<file path="config.mk">
export PLATFORM = sky130hd
export DESIGN_NAME = pixel_plot_sink
export DESIGN_NICKNAME = d
export VERILOG_FILES = /design/src/rtl/pixel_plot_sink.sv
export SDC_FILE = /design/constraint.sdc
export NUM_CORES = 1
export LEC_CHECK = 0
export ABC_AREA = 1
export ABC_CLOCK_PERIOD_IN_PS = 2150
export CORE_MARGIN = 4
export CORE_UTILIZATION = 46
export DETAILED_ROUTE_END_ITERATION = 16
export GPL_TIMING_DRIVEN = 0
export PLACE_DENSITY = 0.67
export RECOVER_POWER = 50
export SLEW_MARGIN = 15
export SYNTH_ARGS = -nofsm -noshare
export SYNTH_HDL_FRONTEND = slang
export SYNTH_SLANG_ARGS = --single-unit
</file>
<file path="constraint.sdc">
create_clock -name clock -period 2.15 [get_ports clock]
set_clock_uncertainty 0.05 [all_clocks]
set_input_delay 0.43 -clock clock [delete_from_list [all_inputs] [get_ports clock]]
set_output_delay 0.43 -clock clock [all_outputs]
set_load 0.01 [all_outputs]
</file>
<file path="src/rtl/pixel_plot_sink.sv">
// pixel_plot_sink: receives the pixel plot stream, buffers accepted pixels in a
// small FIFO and writes them to the framebuffer port. A clear sequencer fills
// the whole screen with one colour on request, after the FIFO has drained.
//
// Ports:
//   clock, reset           single clock, async active-low reset
//   in_x/in_y/in_colour    pixel coordinate and colour (in_x is 8 bits so that
//                          columns 128..159 are addressable)
//   in_plot / in_ready     pixel valid / sink ready
//   clear_req/clear_colour single-cycle clear request and fill colour
//   clear_busy             clear pending or in progress
//   mem_addr/mem_data      framebuffer write address (y*SCREEN_W+x) and colour
//   mem_we / mem_ready     write request / framebuffer accepts this cycle
//   fifo_level             FIFO occupancy 0..FIFO_DEPTH
//   drop_clr/drop_count    only with PLOT_DROP_CNT_EN: saturating count of
//                          discarded out-of-range pixels, synchronous clear
module pixel_plot_sink #(
    parameter int unsigned FIFO_DEPTH = 8,
    parameter int unsigned SCREEN_W   = 160,
    parameter int unsigned SCREEN_H   = 120,
    parameter int unsigned ADDR_W     = 15
) (
    input  logic                          clock,
    input  logic                          reset,
    input  logic [7:0]                    in_x,
    input  logic [6:0]                    in_y,
    input  logic [2:0]                    in_colour,
    input  logic                          in_plot,
    output logic                          in_ready,
    input  logic                          clear_req,
    input  logic [2:0]                    clear_colour,
    output logic                          clear_busy,
    output logic [ADDR_W-1:0]             mem_addr,
    output logic [2:0]                    mem_data,
    output logic                          mem_we,
`ifdef PLOT_DROP_CNT_EN
    input  logic                          drop_clr,
    output logic [7:0]                    drop_count,
`endif
    input  logic                          mem_ready,
    output logic [$clog2(FIFO_DEPTH):0]   fifo_level
);

    localparam int unsigned PTR_W   = $clog2(FIFO_DEPTH);
    localparam int unsigned ENTRY_W = ADDR_W + 3;
    localparam logic [7:0]        X_LIM    = 8'(SCREEN_W);
    localparam logic [6:0]        Y_LIM    = 7'(SCREEN_H);
    localparam logic [ADDR_W-1:0] CLR_LAST = ADDR_W'(SCREEN_W * SCREEN_H - 1);

    typedef enum logic [1:0] {
        ST_RUN        = 2'd0,
        ST_CLEAR_WAIT = 2'd1,
        ST_CLEAR      = 2'd2
    } state_t;

    state_t              state_q, state_d;
    logic [2:0]          clr_col_q, clr_col_d;
    logic [ADDR_W-1:0]   clr_addr_q, clr_addr_d;

    logic [ENTRY_W-1:0]  fifo_mem [FIFO_DEPTH];
    logic [PTR_W-1:0]    wr_ptr, rd_ptr;
    logic [PTR_W:0]      count;

    logic                fifo_empty, fifo_full;
    logic                in_range, push, pop;
    logic [ADDR_W-1:0]   push_addr;
    logic [ENTRY_W-1:0]  head;

    assign fifo_empty = (count == '0);
    assign fifo_full  = (count == (PTR_W+1)'(FIFO_DEPTH));
    assign in_range   = (in_x < X_LIM) && (in_y < Y_LIM);
    assign push_addr  = ADDR_W'(in_y) * ADDR_W'(SCREEN_W) + ADDR_W'(in_x);
    assign head       = fifo_mem[rd_ptr];

    // Handshake completes for any pixel; only in-range ones enter the FIFO.
    assign push = in_plot && in_ready && in_range;
    assign pop  = !fifo_empty && mem_ready && (state_q != ST_CLEAR);

    // FIFO storage; contents are never observed while the FIFO is empty.
    always_ff @(posedge clock) begin
        if (push) begin
            fifo_mem[wr_ptr] <= {push_addr, in_colour};
        end
    end

    // FIFO pointers and occupancy.
    always_ff @(posedge clock or negedge reset) begin
        if (!reset) begin
            wr_ptr <= '0;
            rd_ptr <= '0;
            count  <= '0;
        end else begin
            if (push) wr_ptr <= wr_ptr + PTR_W'(1);
            if (pop)  rd_ptr <= rd_ptr + PTR_W'(1);
            case ({push, pop})
                2'b10:   count <= count + (PTR_W+1)'(1);
                2'b01:   count <= count - (PTR_W+1)'(1);
                default: count <= count;
            endcase
        end
    end

    // State register.
    always_ff @(posedge clock or negedge reset) begin
        if (!reset) begin
            state_q    <= ST_RUN;
            clr_col_q  <= '0;
            clr_addr_q <= '0;
        end else begin
            state_q    <= state_d;
            clr_col_q  <= clr_col_d;
            clr_addr_q <= clr_addr_d;
        end
    end

    // Next state and memory-port outputs.
    always_comb begin
        state_d    = state_q;
        clr_col_d  = clr_col_q;
        clr_addr_d = clr_addr_q;
        in_ready   = 1'b0;
        clear_busy = 1'b1;
        mem_we     = 1'b0;
        mem_addr   = '0;
        mem_data   = '0;

        case (state_q)
            ST_RUN: begin
                clear_busy = 1'b0;
                in_ready   = !fifo_full;
                if (clear_req) begin
                    state_d   = ST_CLEAR_WAIT;
                    clr_col_d = clear_colour;
                end
            end
            ST_CLEAR_WAIT: begin
                if (fifo_empty) state_d = ST_CLEAR;
            end
            ST_CLEAR: begin
                mem_we   = 1'b1;
                mem_addr = clr_addr_q;
                mem_data = clr_col_q;
                if (mem_ready) begin
                    if (clr_addr_q == CLR_LAST) begin
                        clr_addr_d = '0;
                        state_d    = ST_RUN;
                    end else begin
                        clr_addr_d = clr_addr_q + ADDR_W'(1);
                    end
                end
            end
            default: state_d = ST_RUN;
        endcase

        // Head of the FIFO drives the port in RUN and CLEAR_WAIT.
        if (state_q != ST_CLEAR && !fifo_empty) begin
            mem_we   = 1'b1;
            mem_addr = head[ENTRY_W-1:3];
            mem_data = head[2:0];
        end
    end

    assign fifo_level = count;

`ifdef PLOT_DROP_CNT_EN
    logic drop_hit;
    assign drop_hit = in_plot && in_ready && !in_range;

    // Saturating discard counter; clear wins over increment.
    always_ff @(posedge clock or negedge reset) begin
        if (!reset) begin
            drop_count <= '0;
        end else if (drop_clr) begin
            drop_count <= '0;
        end else if (drop_hit && drop_count != 8'hFF) begin
            drop_count <= drop_count + 8'd1;
        end
    end
`endif

endmodule

</file>
# Yosys cells after proc, flatten, opt, wreduce, memory -nomap -nowiden

Memory sizes are Yosys's and may differ from the RTL's.
Cells that the tools add are included.
W data, S select, Z words.

Bits in writable memories: 144
Word-level logic and storage cells: 58
Register bits: 30
Memories kept: 1
Output and inout port bits: 25

Memories:

| memory   | depth | bits a word | read ports | clocked after memory_dff | wr ports | line | RTL |
|---|---|---|---|---|---|---|---|
| fifo_mem | 8     | 18          | 1          | 0                        | 1        | 60   | `logic [ENTRY_W-1:0] fifo_mem [FIFO_DEPTH];` |

$lt $le $gt $ge: 2
Reductions and logical operators: 14
Mux-type cells: 17
Add/sub/neg operators: 6
Multiply operators: 1
Equal/unequal tests: 11

Operators with widths:

| cell                    | count |
|---|---|
| $mux W15                | 3 |
| $add A15 B1 Y15 const B | 1 |
| $add A15 B8 Y15         | 1 |
| $eq A15 B15 Y1 const B  | 1 |
| $mul A7 B3 Y10 const B  | 1 |
| $ne A2 B2 Y1 const B    | 5 |
| $lt A8 B8 Y1 const B    | 1 |
| $mux W2                 | 4 |
| $pmux W4 S2             | 1 |
| $lt A7 B7 Y1 const B    | 1 |
| $add A3 B1 Y3 const B   | 2 |
| $logic_and A1 B1 Y1     | 6 |
| $mux W1                 | 6 |
| $mux W3                 | 2 |
| $pmux W2 S3             | 1 |
| $add A4 B1 Y4 const B   | 1 |
| $eq A2 B1 Y1 const B    | 2 |
| $eq A2 B2 Y1 const B    | 2 |
| $eq A4 B4 Y1 const B    | 1 |
| $logic_not A4 Y1        | 1 |
| $reduce_and A2 Y1       | 2 |
| $reduce_and A4 Y1       | 1 |
| $sub A4 B1 Y4 const B   | 1 |
| $logic_not A1 Y1        | 2 |
| 2 further kinds         | 2 |

# Depth between registers and ports, before layout

Gate-level depths: netlist (run 1).

Word-level depth: 7
Mapped depth: 14
Mapped depth without buffers: 14

# Worst setup path after synthesis (run 1)

No wires, ideal clock.

Kind: reg-to-reg
Start point: reg state_q[0]
End point: mem fifo_mem[0][0] (netlist bit) (enable)
Stages on the path, launching flop included: 8
Arrival: 2.008 ns
Path buffers: 0
Clock period less this slack: 2.450 ns
Slack: -0.300 ns
Path through: dfrtp_1 inv_2 nand2_1 a31oi_2 nand2_2 nor2_4 nand2_2 nor2_1

Longest elaborated chain between the ends: 6

Ends and longest elaborated chain:

| item                             | line | RTL |
|---|---|---|
| start, declared                  | 56   | `state_t state_q, state_d;` |
| start signal, assigned           | 110  | `state_q <= state_d;` |
| $logic_not A2 Y1                 | 127  | `case (state_q)` |
| $mux W1                          | 127  |  |
| via in_ready                     | 29   | `output logic in_ready,` |
| $logic_and A1 B1 Y1 (2 in a row) | 76   | `assign push = in_plot && in_ready && in_range;` |
| $mux W1                          | 81   | `if (push) begin` |
| $mux W1 (implied by the code)    | 82   | `fifo_mem[wr_ptr] <= {push_addr, in_colour};` |
| end, declared                    | 60   |  |

The timed path passes the listed nets, and every way through them passes these cells.

# Final worst setup path (run 1)

Start point: reg rd_ptr[0]
End point: out mem_addr[0]

Longest elaborated chain between the ends: 2

Ends and longest elaborated chain:

| item                   | line | RTL |
|---|---|---|
| start, declared        | 61   | `logic [PTR_W-1:0] wr_ptr, rd_ptr;` |
| start signal, assigned | 94   | `if (pop) rd_ptr <= rd_ptr + PTR_W'(1);` |
| $mem_v2 Z8 W18         | n/a  |  |
| $mux W15               | 156  | `if (state_q != ST_CLEAR && !fifo_empty) begin` |
| end, declared          | 33   | `output logic [ADDR_W-1:0] mem_addr,` |

Every way passes these cells.

==> impl_metrics.yaml, run 1 <==
status:
  status: "finished, violations left"
  violations: "setup timing"
global_routing:
  grt.total_usage: 0.212
  grt_max_degree: 31
  grt_pass1_wl_um: 32300
  antenna_found_initial: 0
  grt_overflow_total: 0
  grt_pass1_vias: 6050
cts:
  tritoncts: "built"
  clk_latency_ns: 0.43
  clockBufferDepth: 2
  cts_max_level: 4
  clock_sinks: 174
  numCtsBuffers: 17
  clk_pin_slew_ns: 0.07
  cts_root_buffer: "clkbuf_16"
power:
  power_density_nw_per_um2: 1290
  p_total_mw: 13.6
  leakage_nw: 3.98
  ir_worst_vdd_v: 0.000670
timing:
  report.final.setup_viol: 112
  final.min_clock_period_ns: 2.49
  hold_violations: 0
  fin_ws_ns: -0.340
  fmax_ghz: 0.402
  hold_slack_ns: 0.479
  rsz0062_at_grt: "true"
  finalCritPeriodShare: 1.16
  slew-limit-headroom: 0.503
  slew_violations: 0
  worstMarginPinSlew_ns: 0.746
setup_path:
  start_kind: "flop"
  required_ns: 1.67
  path_class: "flop to primary output"
  path_max_fanout: 6
  cp.arrival_ns: 2.01
  end_kind: "primary output"
layout:
  fin_nets: 913
  drive_gt1_frac: 0.253
  final_core_utilization: 0.615
  nFillCells: 1371
  syn_to_final_growth_pct: 31.5
  n_antenna_cell: 0
detailed_routing:
  drtIter0Drc: 563
  num_vias: 6216
  drc: 0
  vias_per_cell: 5.64
  drt_wl_total_um: 21500
  firstDrtPassIters: 7
  antenna_left: 0
  wire_per_inst_um: 19.5
floorplanning:
  die_x_um: 140
  die_h_um: 140
  initial_utilization: 0.468
  fp-row-count: 48
  ioPinCount: 51
  die_area_um2: 19600
  core_um2: 17200
flow_run:
  maxCapViolCount: 0
place:
  gp_congestion: 0.881
  dpl.hpwl_um: 13400
  io_buffers: 50
logic_synthesis:
  synthesis.nets: 804
  synthTopCellsByCount: "144 x edfxtp_1, 138 x nor2_1, 116 x nand2_1, 89 x o21ai_0, 48 x nand3_1"
  netlist_area_um2: 8030
  synth-async-reset-ratio: 0.172
  synth_edf_count: 144
  synth.distinct_cells: 31
  synth_top_area_frac: 0.538
  yosys_warnings: 0
  ys_ff_latch: 174
  ys_top_cells_by_area: "edfxtp_1 54%, dfrtp_1 9.3%, nor2_1 6.4%"
  synthesis.instances: 756
  yosysMostFrequentCell: "edfxtp_1"
  syn_avg_cell_area_um2: 10.6
  synth-main-ff-cell: "edfxtp_1"
  yosysSeqAreaShare: 0.632
  yosys.area.top_type: "edfxtp_1"
hold_path:
  hp-class: "flop to flop"
cells by family (layout without fill, tap and decap cells):
group,Yosys count,in the layout,synth area share
AO/OA/AOI/OAI,135,135,0.0966
multiplexers,3,3,0.00421
adder cells (fa/ha/maj),22,22,0.0371
buffers and inverters,74,196,0.0363
AND/OR/NAND/NOR,332,332,0.177
flip-flops,174,174,0.632
XOR/XNOR,16,16,0.0174
cells in the final DEF, fill, tap and decap left out, types with 10 or more instances in the layout:
cell type / n
buf_12: 11
buf_2: 20
buf_4: 26
clkbuf_16: 22
clkdlybuf4s50_1: 11
dfrtp_1: 28
dlygate4sd3_1: 12
edfxtp_1: 144
inv_1: 39
nand2_1: 110
nand3_1: 44
nand4_1: 10
nor2_1: 102
nor2_2: 18
nor2_4: 24
o211ai_1: 37
o21ai_0: 40
o21ai_1: 44
sequential cells by signal, indices dropped and copies added, names as in the netlist:
register / cells
clr_addr_q: 15
clr_col_q: 3
fifo_level: 4
fifo_mem: 144
rd_ptr: 3
state_q: 2
wr_ptr: 3
stage by stage:
step                setup WS, ns  area, um2  instances  TNS (ns)
global route              -0.425      10600       1103    -29.24
global placement           -1.48       8940       1031   -197.38
detailed placement        -0.850       9000       1035   -141.22
finish                    -0.340      10600       1103    -11.33
floorplan                 -0.217       8160        756    -15.69
CTS                       -0.299      10300       1091     -4.61
report_power, final:
| group | switching [mW] | internal, mW | leakage, nW | total (mW) |
|---|---|---|---|---|
| Clock | 1.42 | 1.66 | 0.289 | 3.08 |
| Sequential | 0.238 | 4.06 | 1.65 | 4.29 |
| Combinational | 3.61 | 2.65 | 2.03 | 6.26 |
area by class of cell:
| cell class | instances | area, um2 | share of cell area |
|---|---|---|---|
| clock buffers | 17 | 425 | 0.0403 |
| repair buffers | 92 | 933 | 0.0884 |
| well taps | 225 | 282 | 0.0267 |
| clock inverters | 15 | 169 | 0.0160 |
| inverters | 45 | 184 | 0.0174 |
| plain buffers | 27 | 335 | 0.0317 |
| flip-flops and latches | 174 | 5080 | 0.481 |
| multi-input cells | 508 | 3160 | 0.299 |
critical path, stage by stage, from the launching register on:
cell,delay [ns]
dfrtp_1,0.41
buf_6,0.16
buf_12,0.14
buf_12,0.13
nor2_1,0.10
nor2_1,0.05
o21ai_1,0.10
o211ai_1,0.11
nand3_1,0.14
nand2_1,0.08
buf_2,0.14
final timing paths:
path / slack, ns / cells after the start / from / endpoint
hold reg to reg: 0.48 / 1 / clr_col_q[0]$_DFFE_PN0P_ / clr_col_q[0]$_DFFE_PN0P_
max in group asynchronous: 0.98 / 2 / reset / fifo_level[3]$_DFFE_PN0P_
min in group asynchronous: 0.54 / 2 / reset / clr_addr_q[0]$_DFFE_PN0P_
setup / recovery: -0.34 / 10 / rd_ptr[0]$_DFFE_PN0P_ / mem_addr[0]
hold / removal: 0.48 / 1 / clr_col_q[0]$_DFFE_PN0P_ / clr_col_q[0]$_DFFE_PN0P_
setup reg to reg: -0.20 / 12 / fifo_level[1]$_DFFE_PN0P_ / fifo_level[3]$_DFFE_PN0P_
layer usage:
layer,GRT usage,wire length (um),vias up,part of all wire
met5,0,0,-,0
met4,0.0928,747,0,0.035
met3,0.0403,1630,57,0.076
met2,0.356,10700,294,0.50
met1,0.270,8460,2996,0.39
li1,-,-,2869,-
timing repair:
item                       CTS  global route
pin swaps                   51            53
gates resized for setup    249            71
hold buffers                 1             0
setup endpoints to repair  201            83
cloned                       1             4
hold endpoints to repair    27             0
buffers inserted            22            10
No activity file was read; power rests on OpenSTA's default activity.
==> inputs of run 2 (changes only) <==
CORE_MARGIN = unset   (was 4)
==> impl_metrics.yaml, run 2 (same netlist as run 1, synthesis figures left out) <==
detailed_routing:
  drt_wl_total_um: 21800
  drc: 0
  wire_per_inst_um: 19.6
  firstDrtPassIters: 5
  num_vias: 6287
  drtIter0Drc: 617
  vias_per_cell: 5.65
  antenna_left: 0
timing:
  worstMarginPinSlew_ns: 1.68
  final.min_clock_period_ns: 2.47
  fmax_ghz: 0.404
  finalCritPeriodShare: 1.15
  slew_violations: 31
  report.final.setup_viol: 151
  hold_violations: 0
  fin_ws_ns: -0.323
  rsz0062_at_grt: "true"
  slew-limit-headroom: -0.121
global_routing:
  grt_max_degree: 31
  antenna_found_initial: 0
  grt_pass1_vias: 6165
  grt.total_usage: 0.250
  grt_pass1_wl_um: 33200
  grt_overflow_total: 0
setup_path:
  start_kind: "flop"
  cp.arrival_ns: 1.99
  required_ns: 1.67
  path_class: "flop to primary output"
  path_max_fanout: 9
  end_kind: "primary output"
  r2r_slack_ns: -0.28
  crit-reg2reg-launch: "state_q[1]$_DFFE_PN0P_"
  reg2reg_to: "fifo_level[3]$_DFFE_PN0P_"
  rr_worst_depth: 13
layout:
  n_antenna_cell: 0
  syn_to_final_growth_pct: 33.5
  drive_gt1_frac: 0.277
  final_cell_area_um2: 10700
  layout_commonest_cell: "edfxtp_1"
  layoutNonFillerInstCount: 1113
  layout_common_cells: "144 x edfxtp_1, 104 x nor2_1, 104 x nand2_1"
  regMostFlops: "fifo_mem"
  largest_reg_flops: 144
  fin_nets: 929
cts:
  clockBufferDepth: 2
  tritoncts: "built"
  clk_latency_ns: 0.43
  numCtsBuffers: 17
  cts_root_buffer: "clkbuf_16"
  clk_pin_slew_ns: 0.06
  cts_hold_buf: 0
  clock_sinks: 174
  cts_max_level: 4
power:
  ir_worst_vdd_v: 0.000782
  swShare: 0.372
  p_clk_frac: 0.227
  power_density_nw_per_um2: 1300
  p_int_mw: 8.78
  leakage_nw: 4.07
  comb_power_share: 0.469
  switchingPower_mw: 5.20
  p_total_mw: 14.0
  power.share.sequential: 0.304
floorplanning:
  die_x_um: 134
  core_um2: 16800
  die_area_um2: 18000
  ioPinCount: 51
  initial_utilization: 0.478
  fp-row-count: 47
  die_h_um: 134
status:
  violations: "capacitance limit, slew limit, setup timing"
  status: "finished, violations left"
hold_path:
  hp-class: "primary input to asynchronous set/reset pin"
place:
  gp_congestion: 0.817
  dpl.hpwl_um: 13500
  placed_area_um2: 9000
  place_inst: 1030
  io_buffers: 50
flow_run:
  maxCapViolCount: 1
[run 2: cell types whose count changed in the layout (fill, tap and decap cells not counted), moves of 4 or more]
cell and delta:
clkinv_2 +4, buf_4 +9, nand2_1 -6, inv_6 -6
o21ai_1 -4, o21ai_2 +5, buf_6 +6, inv_8 -4
[run 2: cell type report]
| class | count | area [um2] |
|---|---|---|
| multi-input cells | 508 | 3200 |
| repair buffers | 107 | 1020 |
| plain buffers | 28 | 364 |
| inverters | 45 | 191 |
| clock inverters | 14 | 175 |
| clock buffers | 17 | 425 |
| well taps | 220 | 275 |
| flip-flops and latches | 174 | 5080 |
| fillers | 1287 | 6090 |
[run 2: worst max-delay path by stage]
stage,cells after the start,start,end,slack (ns)
final,10,rd_ptr[0]$_DFFE_PN0P_,mem_addr[9],-0.32
after global routing,14,state_q[1]$_DFFE_PN0P_,fifo_level[3]$_DFFE_PN0P_,-0.43
after global placement,6,in_x[6],fifo_mem[1][3]$_DFFE_PP_,-1.47
after CTS,10,rd_ptr[0]$_DFFE_PN0P_,mem_addr[5],-0.34
after detailed placement,7,in_y[1],fifo_mem[0][14]$_DFFE_PP_,-0.86
after floorplan,7,state_q[0]$_DFFE_PN0P_,fifo_mem[1][0]$_DFFE_PP_,-0.22
[run 2: timing repair]
| item | in CTS | in global routing |
|---|---|---|
| setup endpoints to repair | 218 | 67 |
| pin swaps | 63 | 62 |
| cloned | 2 | 2 |
| resized for setup | 260 | 76 |
| buffers inserted | 32 | 17 |
[run 2: through the flow]
step | util | setup TNS [ns] | setup slack (ns) | hold WS (ns)
finish | 0.638 | -20.73 | -0.323 | 0.371
global route | 0.638 | -37.80 | -0.430 | 0.482
CTS | 0.620 | -4.88 | -0.340 | 0.0149
detailed placement | 0.535 | -143.17 | -0.856 | 0.448
global placement | 0.531 | -196.16 | -1.47 | 0.447
floorplan | - | -15.69 | -0.217 | 0.0844
[run 2: metal layers]
layer	global-route usage	up-vias	share of wire
met1	0.311	3098	0.41
met3	0.0457	47	0.063
met5	0	-	0
met4	0.116	0	0.031
met2	0.425	252	0.50
li1	-	2890	-
[run 2: critical path: stages, from the launching register on]
cell and delay [ns]:
dfrtp_2 0.43, buf_8 0.16, buf_8 0.14, buf_6 0.12, nor2_2 0.09, nor2_1 0.04, o21ai_1 0.07, o211ai_1 0.11
nand3_1 0.18, nand2_1 0.08, buf_2 0.14
[run 2: power by group through the flow]
stage                     combinational (mW)  clock (mW)  sequential (mW)
after global placement                  4.90           0             4.32
after CTS                               6.06        3.18             4.28
after global routing                    7.04        3.32             4.28
after detailed placement                5.05           0             4.33
final                                   6.56        3.17             4.26
after floorplan                         2.89           0             4.30
